--- src/rtl/hdc_pkg.sv ---
// Shared types for the HDC bundling encoder: FSM state encoding and mode bit positions.
package hdc_pkg;

    typedef enum logic [1:0] {
        IDLE   = 2'd0,
        ACC    = 2'd1,
        THRESH = 2'd2,
        OUT    = 2'd3
    } hdc_enc_state_e;

    localparam int unsigned HDC_MODE_BIND = 0;
    localparam int unsigned HDC_MODE_AUTO = 1;

endpackage

--- src/rtl/hdc_bit_acc.sv ---
// Per-dimension ones counter: cleared on clr, increments by one_bit on each enabled beat.
module hdc_bit_acc #(
    parameter int CNT_W = 8
) (
    input  logic             clk,
    input  logic             rst_n,
    input  logic             clr,
    input  logic             en,
    input  logic             one_bit,
    output logic [CNT_W-1:0] acc
);

    always_ff @(posedge clk or negedge rst_n) begin
        if (!rst_n) begin
            acc <= '0;
        end else if (clr) begin
            acc <= '0;
        end else if (en) begin
            acc <= acc + {{(CNT_W-1){1'b0}}, one_bit};
        end
    end

endmodule

--- src/rtl/hdc_bundle_encoder.sv ---
// Session-based HDC bundling encoder: optional XOR bind, per-dimension ones counts,
// strict-greater threshold (manual or N/2) and a held valid/ready result.
module hdc_bundle_encoder
    import hdc_pkg::*;
#(
    parameter int DIM   = 64,
    parameter int CNT_W = 8
) (
    input  logic             clk,
    input  logic             rst_n,
    input  logic             start,
    input  logic             clr,
    input  logic [CNT_W-1:0] cfg_cnt,
    input  logic [CNT_W-1:0] cfg_thre,
    input  logic [1:0]       cfg_mode,
    input  logic             in_valid,
    output logic             in_ready,
    input  logic [DIM-1:0]   in_data,
    input  logic [DIM-1:0]   in_key,
    output logic             out_valid,
    input  logic             out_ready,
    output logic [DIM-1:0]   out_enc,
    output logic             busy
);

    hdc_enc_state_e state, state_nxt;

    logic [CNT_W-1:0]            cnt_q;
    logic [CNT_W-1:0]            thre_q;
    logic [1:0]                  mode_q;
    logic [CNT_W-1:0]            beat_cnt;
    logic [CNT_W-1:0]            beat_cnt_inc;
    logic [DIM-1:0]              enc_q;
    logic [DIM-1:0]              enc_nxt;
    logic [DIM-1:0][CNT_W-1:0]   acc;
    logic [CNT_W-1:0]            te;

    logic start_acc;
    logic beat_acc;
    logic last_beat;
    logic acc_clr;

    assign in_ready  = (state == ACC);
    assign out_valid = (state == OUT);
    assign busy      = (state != IDLE);
    assign out_enc   = enc_q;

    // clr wins over start and beats, so neither counts as accepted while it is high
    assign start_acc    = start && (state == IDLE) && !clr;
    assign beat_acc     = in_valid && in_ready && !clr;
    assign beat_cnt_inc = beat_cnt + {{(CNT_W-1){1'b0}}, 1'b1};
    assign last_beat    = beat_acc && (beat_cnt_inc == cnt_q);
    assign acc_clr      = clr || start_acc;

    assign te = mode_q[HDC_MODE_AUTO] ? (cnt_q >> 1) : thre_q;

    always_comb begin
        enc_nxt = '0;
        for (int unsigned d = 0; d < DIM; d++) begin
            enc_nxt[d] = (acc[d] > te);
        end
    end

    always_comb begin
        state_nxt = state;
        if (clr) begin
            state_nxt = IDLE;
        end else begin
            case (state)
                IDLE:    if (start) state_nxt = (cfg_cnt == '0) ? THRESH : ACC;
                ACC:     if (last_beat) state_nxt = THRESH;
                THRESH:  state_nxt = OUT;
                OUT:     if (out_ready) state_nxt = IDLE;
                default: state_nxt = IDLE;
            endcase
        end
    end

    always_ff @(posedge clk or negedge rst_n) begin
        if (!rst_n) begin
            state    <= IDLE;
            cnt_q    <= '0;
            thre_q   <= '0;
            mode_q   <= '0;
            beat_cnt <= '0;
            enc_q    <= '0;
        end else begin
            state <= state_nxt;
            if (clr) begin
                beat_cnt <= '0;
                enc_q    <= '0;
            end else begin
                if (start_acc) begin
                    cnt_q    <= cfg_cnt;
                    thre_q   <= cfg_thre;
                    mode_q   <= cfg_mode;
                    beat_cnt <= '0;
                end else if (beat_acc) begin
                    beat_cnt <= beat_cnt_inc;
                end
                if (state == THRESH) begin
                    enc_q <= enc_nxt;
                end
            end
        end
    end

    for (genvar d = 0; d < DIM; d++) begin : g_acc
        hdc_bit_acc #(
            .CNT_W(CNT_W)
        ) u_acc (
            .clk    (clk),
            .rst_n  (rst_n),
            .clr    (acc_clr),
            .en     (beat_acc),
            .one_bit(in_data[d] ^ (mode_q[HDC_MODE_BIND] & in_key[d])),
            .acc    (acc[d])
        );
    end

endmodule

--- config.mk ---
export PLATFORM = sky130hd
export DESIGN_NAME = hdc_bundle_encoder
export DESIGN_NICKNAME = d
export VERILOG_FILES = /design/src/rtl/hdc_pkg.sv /design/src/rtl/hdc_bit_acc.sv /design/src/rtl/hdc_bundle_encoder.sv
export SDC_FILE = /design/constraint.sdc
export NUM_CORES = 2
export LEC_CHECK = 0
export CAP_MARGIN = 20
export CORE_ASPECT_RATIO = 0.6
export CORE_MARGIN = 4
export CORE_UTILIZATION = 45
export DETAILED_ROUTE_END_ITERATION = 16
export PLACE_DENSITY = 0.65
export REMOVE_ABC_BUFFERS = 1
export SYNTH_ARGS = -nofsm -noshare
export SYNTH_HDL_FRONTEND = slang
export SYNTH_SLANG_ARGS = --single-unit
--- constraint.sdc ---
create_clock -name clk -period 4.5 [get_ports clk]
set_input_delay 0.675 -clock clk [delete_from_list [all_inputs] [get_ports clk]]
set_output_delay 0.675 -clock clk [all_outputs]
set_load 0.01 [all_outputs]
After elaboration in Yosys (flattened, before gate mapping)

Cells that the tools add are included.

Add/subtract/negate cells: 65
Magnitude comparators: 64
Equality and inequality tests: 7
Muxes and demuxes: 140
Bitwise logic cells: 129
Reductions and logical operators: 15

Operator list:

| cell                | number |
|---|---|
| $mux 8              | 132 |
| $add 8x1->8         | 64 |
| $gt 8x8->1          | 64 |
| $mux 64             | 2 |
| $and 1x1->1         | 64 |
| $xor 1x1->1         | 64 |
| $mux 2              | 5 |
| $add 8x1->8 const B | 1 |
| $eq 8x8->1          | 1 |
| $logic_not 8->1     | 1 |
| $pmux 2 s4          | 1 |
| $ne 3x2->1 const B  | 2 |
| $reduce_bool 2->1   | 3 |
| $logic_and 1x1->1   | 5 |
| $eq 2x2->1 const B  | 2 |
| $ne 3x3->1 const B  | 1 |
| $reduce_and 3->1    | 1 |
| $reduce_bool 3->1   | 1 |
| $eq 2x1->1 const B  | 1 |
| $logic_not 2->1     | 1 |
| $reduce_and 2->1    | 1 |
| $logic_not 1->1     | 1 |
| $logic_or 1x1->1    | 1 |
| $not 1->1           | 1 |

Flip-flop bits (word level): 604
Input port bits: 152
Output and inout bits: 67
Word-level logic and storage cells: 490

Depth between registers and ports, before layout

Depth after elaboration: 7
Depth in mapped cells: 11
Gate-level depth less buffers: 9

Cells and area by module

A second synthesis with hierarchy kept.

Cell total of the unflattened synthesis: 4230
Area, all modules: 42440.7 µm²

By module, submodules not included:

| module             | times used | cells each | area each (µm²) | seq. area each (µm²) |
|---|---|---|---|---|
| hdc_bit_acc        | 64         | 38         | 414.1           | 200.2 |
| hdc_bundle_encoder | 1          | 1798       | 15935.3         | 2302.2 |

Least setup slack after synthesis

Ideal clock, no wire load.

Path kind: register to register
From: register mode_q[1]
To: register enc_q[3], in the netlist out_enc[3]
Library setup time: 137 ps
Data arrival time: 4881 ps
Required time: 4363 ps
Slack: -518 ps
Cell stages (with the launch flop): 10
Buffers on the path: 1
Clock period less this slack: 5018 ps
Path through: dfrtp_1 clkbuf_1 mux2i_1 ha_1 nor2b_1 o21a_1 o21a_1 o21ai_0 a31o_2 a21oi_1

Word-level cells in the longest chain between the ends: 4

RTL lines:

| element                | line                      | source |
|---|---|---|
| start, declared        | hdc_bundle_encoder.sv:30  | `logic [1:0] mode_q;` |
| start signal, assigned | hdc_bundle_encoder.sv:96  | `mode_q <= cfg_mode;` |
| $mux 8                 | hdc_bundle_encoder.sv:55  | `assign te = mode_q[HDC_MODE_AUTO] ? (cnt_q >> 1) : thre_q;` |
| $gt 8x8->1             | hdc_bundle_encoder.sv:60  | `enc_nxt[d] = (acc[d] > te);` |
| $mux 64                | hdc_bundle_encoder.sv:101 | `if (state == THRESH) begin` |
| $mux 64                | hdc_bundle_encoder.sv:89  | `if (clr) begin` |
| end signal, assigned   | hdc_bundle_encoder.sv:102 | `enc_q <= enc_nxt;` |
| end, declared          | hdc_bundle_encoder.sv:33  | `logic [DIM-1:0] enc_q;` |

No other way between the ends. The select of a mux whose other input is x is not followed.
A chain may end at the register's enable or synchronous reset.

Final worst setup path

From: register mode_q[1]
To: register enc_q[49], in the netlist out_enc[49]

The elaborated chain is that of the path after synthesis.

==> impl_results.md <==
* Max cap viols at 0
* Area of the multi-input gates at 24300 µm²
* Combinational power share at 45.5%
* Register area share after synthesis at 37.4%
* Clk pwr share at 26.5%
* Commonest non-fill, non-tap cell in the layout: ha_1
* Gpl congestion at 0.800
* Reg clk slew, reported paths at 70 ps
* Final hold violation count at 0
* Synthesized area at 40400 µm²
* Initial antenna violation count at 0
* Final clock skew at 17.6 ps
* Post-Route Setup TNS at 0 ps
* Post-DP HPWL at 63300 µm
* CTS sink count at 604
* Max Root-Sink Buffers at 3
* Die height at 240 µm
* R2R Path End: out_enc[49]
* Worst Tran Pin Value at 979 ps
* Crit Path Class: reg -> reg
* Avg Inst Size Synth at 9.34 µm²
* Worst setup SP type: flip-flop
* Max stage delay on crit path at 850 ps
* Cts hold-fix bufs at 0
* Fmax achieved at 297 MHz
* Post-route ant nets at 0
* RSZ-0062 raised after global routing: false
* Via count at 30900
* Io pins at 219
* Die X at 395 µm
* Number of diodes at 0
* FF-to-FF path depth at 9
* CORE AREA at 88400 µm²
* Worst path bufs/invs at 1
* Leakage at 21.5 nW
* TritonCTS clock tree: yes
* H-tree depth at 2
* Synth unique cells at 47
* Clk_lat worst skew at 650 ps
* Final worst setup slack at 1140 ps
* CP Cell Sequence: mux2i_4 -> buf_4 -> ha_1 -> a21o_1 -> a21oi_1 -> nand2_1 -> o311ai_0 -> a31o_2 -> a21oi_1
* Global router's overall resource usage at 21.4%
* Most used flip-flop cell after synthesis: dfrtp_1
* Synth warnings at 0
* Final core utilization at 52.6%
* Hold WC Path Type: in -> async
* Root Driver: clkbuf_16
* Fillers at 8009
* Max-slew violations at 0
* Maximum number of pins on one net before global-route repair at 146
* TritonCTS Buffers at 61
* Most used cell, CP: a21oi_1
* FP Rows at 84
* Worst slack at placement at 1110 ps
* Cell count after synthesis at 4332
* Worst vdd ir at 977 µV
* Worst EP required at 4990 ps
* CP max stage cell: dfrtp_1
* CP top delay family: flip-flops
* Starting DRC count in detailed routing at 1819
* P&R area growth vs syn at 14.9%
* Drt first pass iters at 5
* DRC Markers at 0
* Final period utilization at 74.8%
* Reg power frac at 28.0%
* Die ar. at 94900 µm²
* Cell internal pwr at 12.3 mW
* Final nets at 5313
* Crit. End Element: flip-flop
* Share of cells above drive strength 1 at 5.67%
* IO buf count at 218
* FF-to-FF setup slack at 1140 ps
* GRT Residual Overflow at 0
* Vias in the first global route at 30700
* Commonest non-fill, non-tap cells in the layout: 645 x ha_1, 603 x dfrtp_1, 556 x nand2_1, 449 x nor2_1, 322 x xor2_1
* Relative slew margins at 34.7%
* Routed wire length at 101000 µm
* First-pass GRT wire length at 167000 µm
* Starting Density at 45.8%
* Drt wl/cell at 17.5 µm
* Vias per cell at 5.36
* Status: finished clean
* Number of synthesized flops with an enable pin at 0
* Worst reg2reg startpoint: mode_q[1]
* Net Sw Frac at 41.0%
* Worst-path fanout max at 17
* Final setup vio count at 0
* Sequential cell area at 15100 µm²
* Net switching power figure at 8.55 mW
* Post-CTS setup buffer count at 0
* Post-CTS sizing at 0
* PwrDens at 449 nW/µm²
* Critical path arrival at 3860 ps
* Minimum clock period at 3360 ps
* Flop and latch count out of synthesis at 604
* Post-synth ARST share at 100%
## layout make-up
type	instances	share of cell area, %
multi-input cells	3447	52.4
well taps	1204	3.24
flip-flops and latches	604	32.5
clock inverters	31	0.859
clock buffers	82	3.71
repair buffers	268	6.22
inverters	133	1.07
## cells by family after synthesis
| kind of cell | Yosys count | synth area share, % |
|---|---|---|
| AND/OR/NAND/NOR | 1645 | 18.5 |
| AO/OA/AOI/OAI | 677 | 10.9 |
| adder cells (fa/ha/maj) | 646 | 20.0 |
| flip-flops | 604 | 37.4 |
| XOR/XNOR | 454 | 9.83 |
| buffers and inverters | 281 | 2.71 |
| multiplexers | 25 | 0.678 |
## stage by stage
| stage | instances | power, mW | hold slack, ps | area, µm² |
|---|---|---|---|---|
| after global routing | 5769 | 22.6 | 103 | 46500 |
| after floorplan | 4184 | 11.7 | 379 | 39800 |
| after detailed placement | 5655 | 15.5 | 507 | 44300 |
| after global placement | 5655 | 15.2 | 508 | 44300 |
| final | 5769 | 20.9 | 67.2 | 46500 |
| after CTS | 5768 | 21.1 | 71.9 | 46500 |
## worst max-delay path by stage
stage | cells past startpoint | slack, ps | start | to
3_3_place_gp | 9 | 1210 | mode_q[1] | out_enc[60]
2_1_floorplan | 4 | -4310 | state[0] | beat_cnt[0]
4_1_cts | 9 | 1120 | mode_q[1] | out_enc[49]
3_5_place_dp | 6 | 1110 | clr | g_acc[41].u_acc.acc[1]
6_report | 9 | 1140 | mode_q[1] | out_enc[49]
5_1_grt | 9 | 940 | mode_q[1] | out_enc[42]
## cells in the mapped netlist, types with 3 or more instances
master    instances  area, µm²
o311ai_0         64        561
nand3_1         271       1360
nand2_1         556       2090
nor3_1            3       15.0
xnor2_1         132       1160
and3_1           60        375
clkbuf_1        112        420
nand4_1         149        932
nor2_1          449       1690
dfrtp_1         604      15100
inv_1           133        499
nor2b_1          64        400
xor2_1          322       2820
o21a_1          130        976
buf_1             6       22.5
a31o_2           64        561
ha_1            646       8080
o21ai_0          74        370
mux2i_1           6       60.1
buf_2            28        140
a21o_1           65        488
nand2b_1         67        419
a21oi_1         268       1340
or3_1             8       50.1
and4_1            5       43.8
mux2_2           19        214
## state kept, by name, summed over array words and instances (netlist names)
register	count
state	2
thre_q	8
cnt_q	8
mode_q	2
beat_cnt	8
out_enc	64
g_acc.u_acc.acc	512
## power groups by stage
stage                     Clock (mW)  Sequential (mW)  Combinational (mW)
after CTS                       5.69             5.87                9.57
final                           5.53             5.85                9.48
after detailed placement           0             5.97                9.50
after global routing            5.92             5.88                10.8
after floorplan                    0             5.80                5.86
after global placement             0             5.96                9.27
## metal layers
layer / track usage [%] / wire length, µm / up-vias
li1: - / - / 15500
met1: 31.8 / 51400 / 14800
met2: 34.0 / 44000 / 448
met3: 2.69 / 3970 / 106
met4: 3.73 / 1440 / 0
met5: 0 / 0 / -
Power figures use the tool's default switching activity.
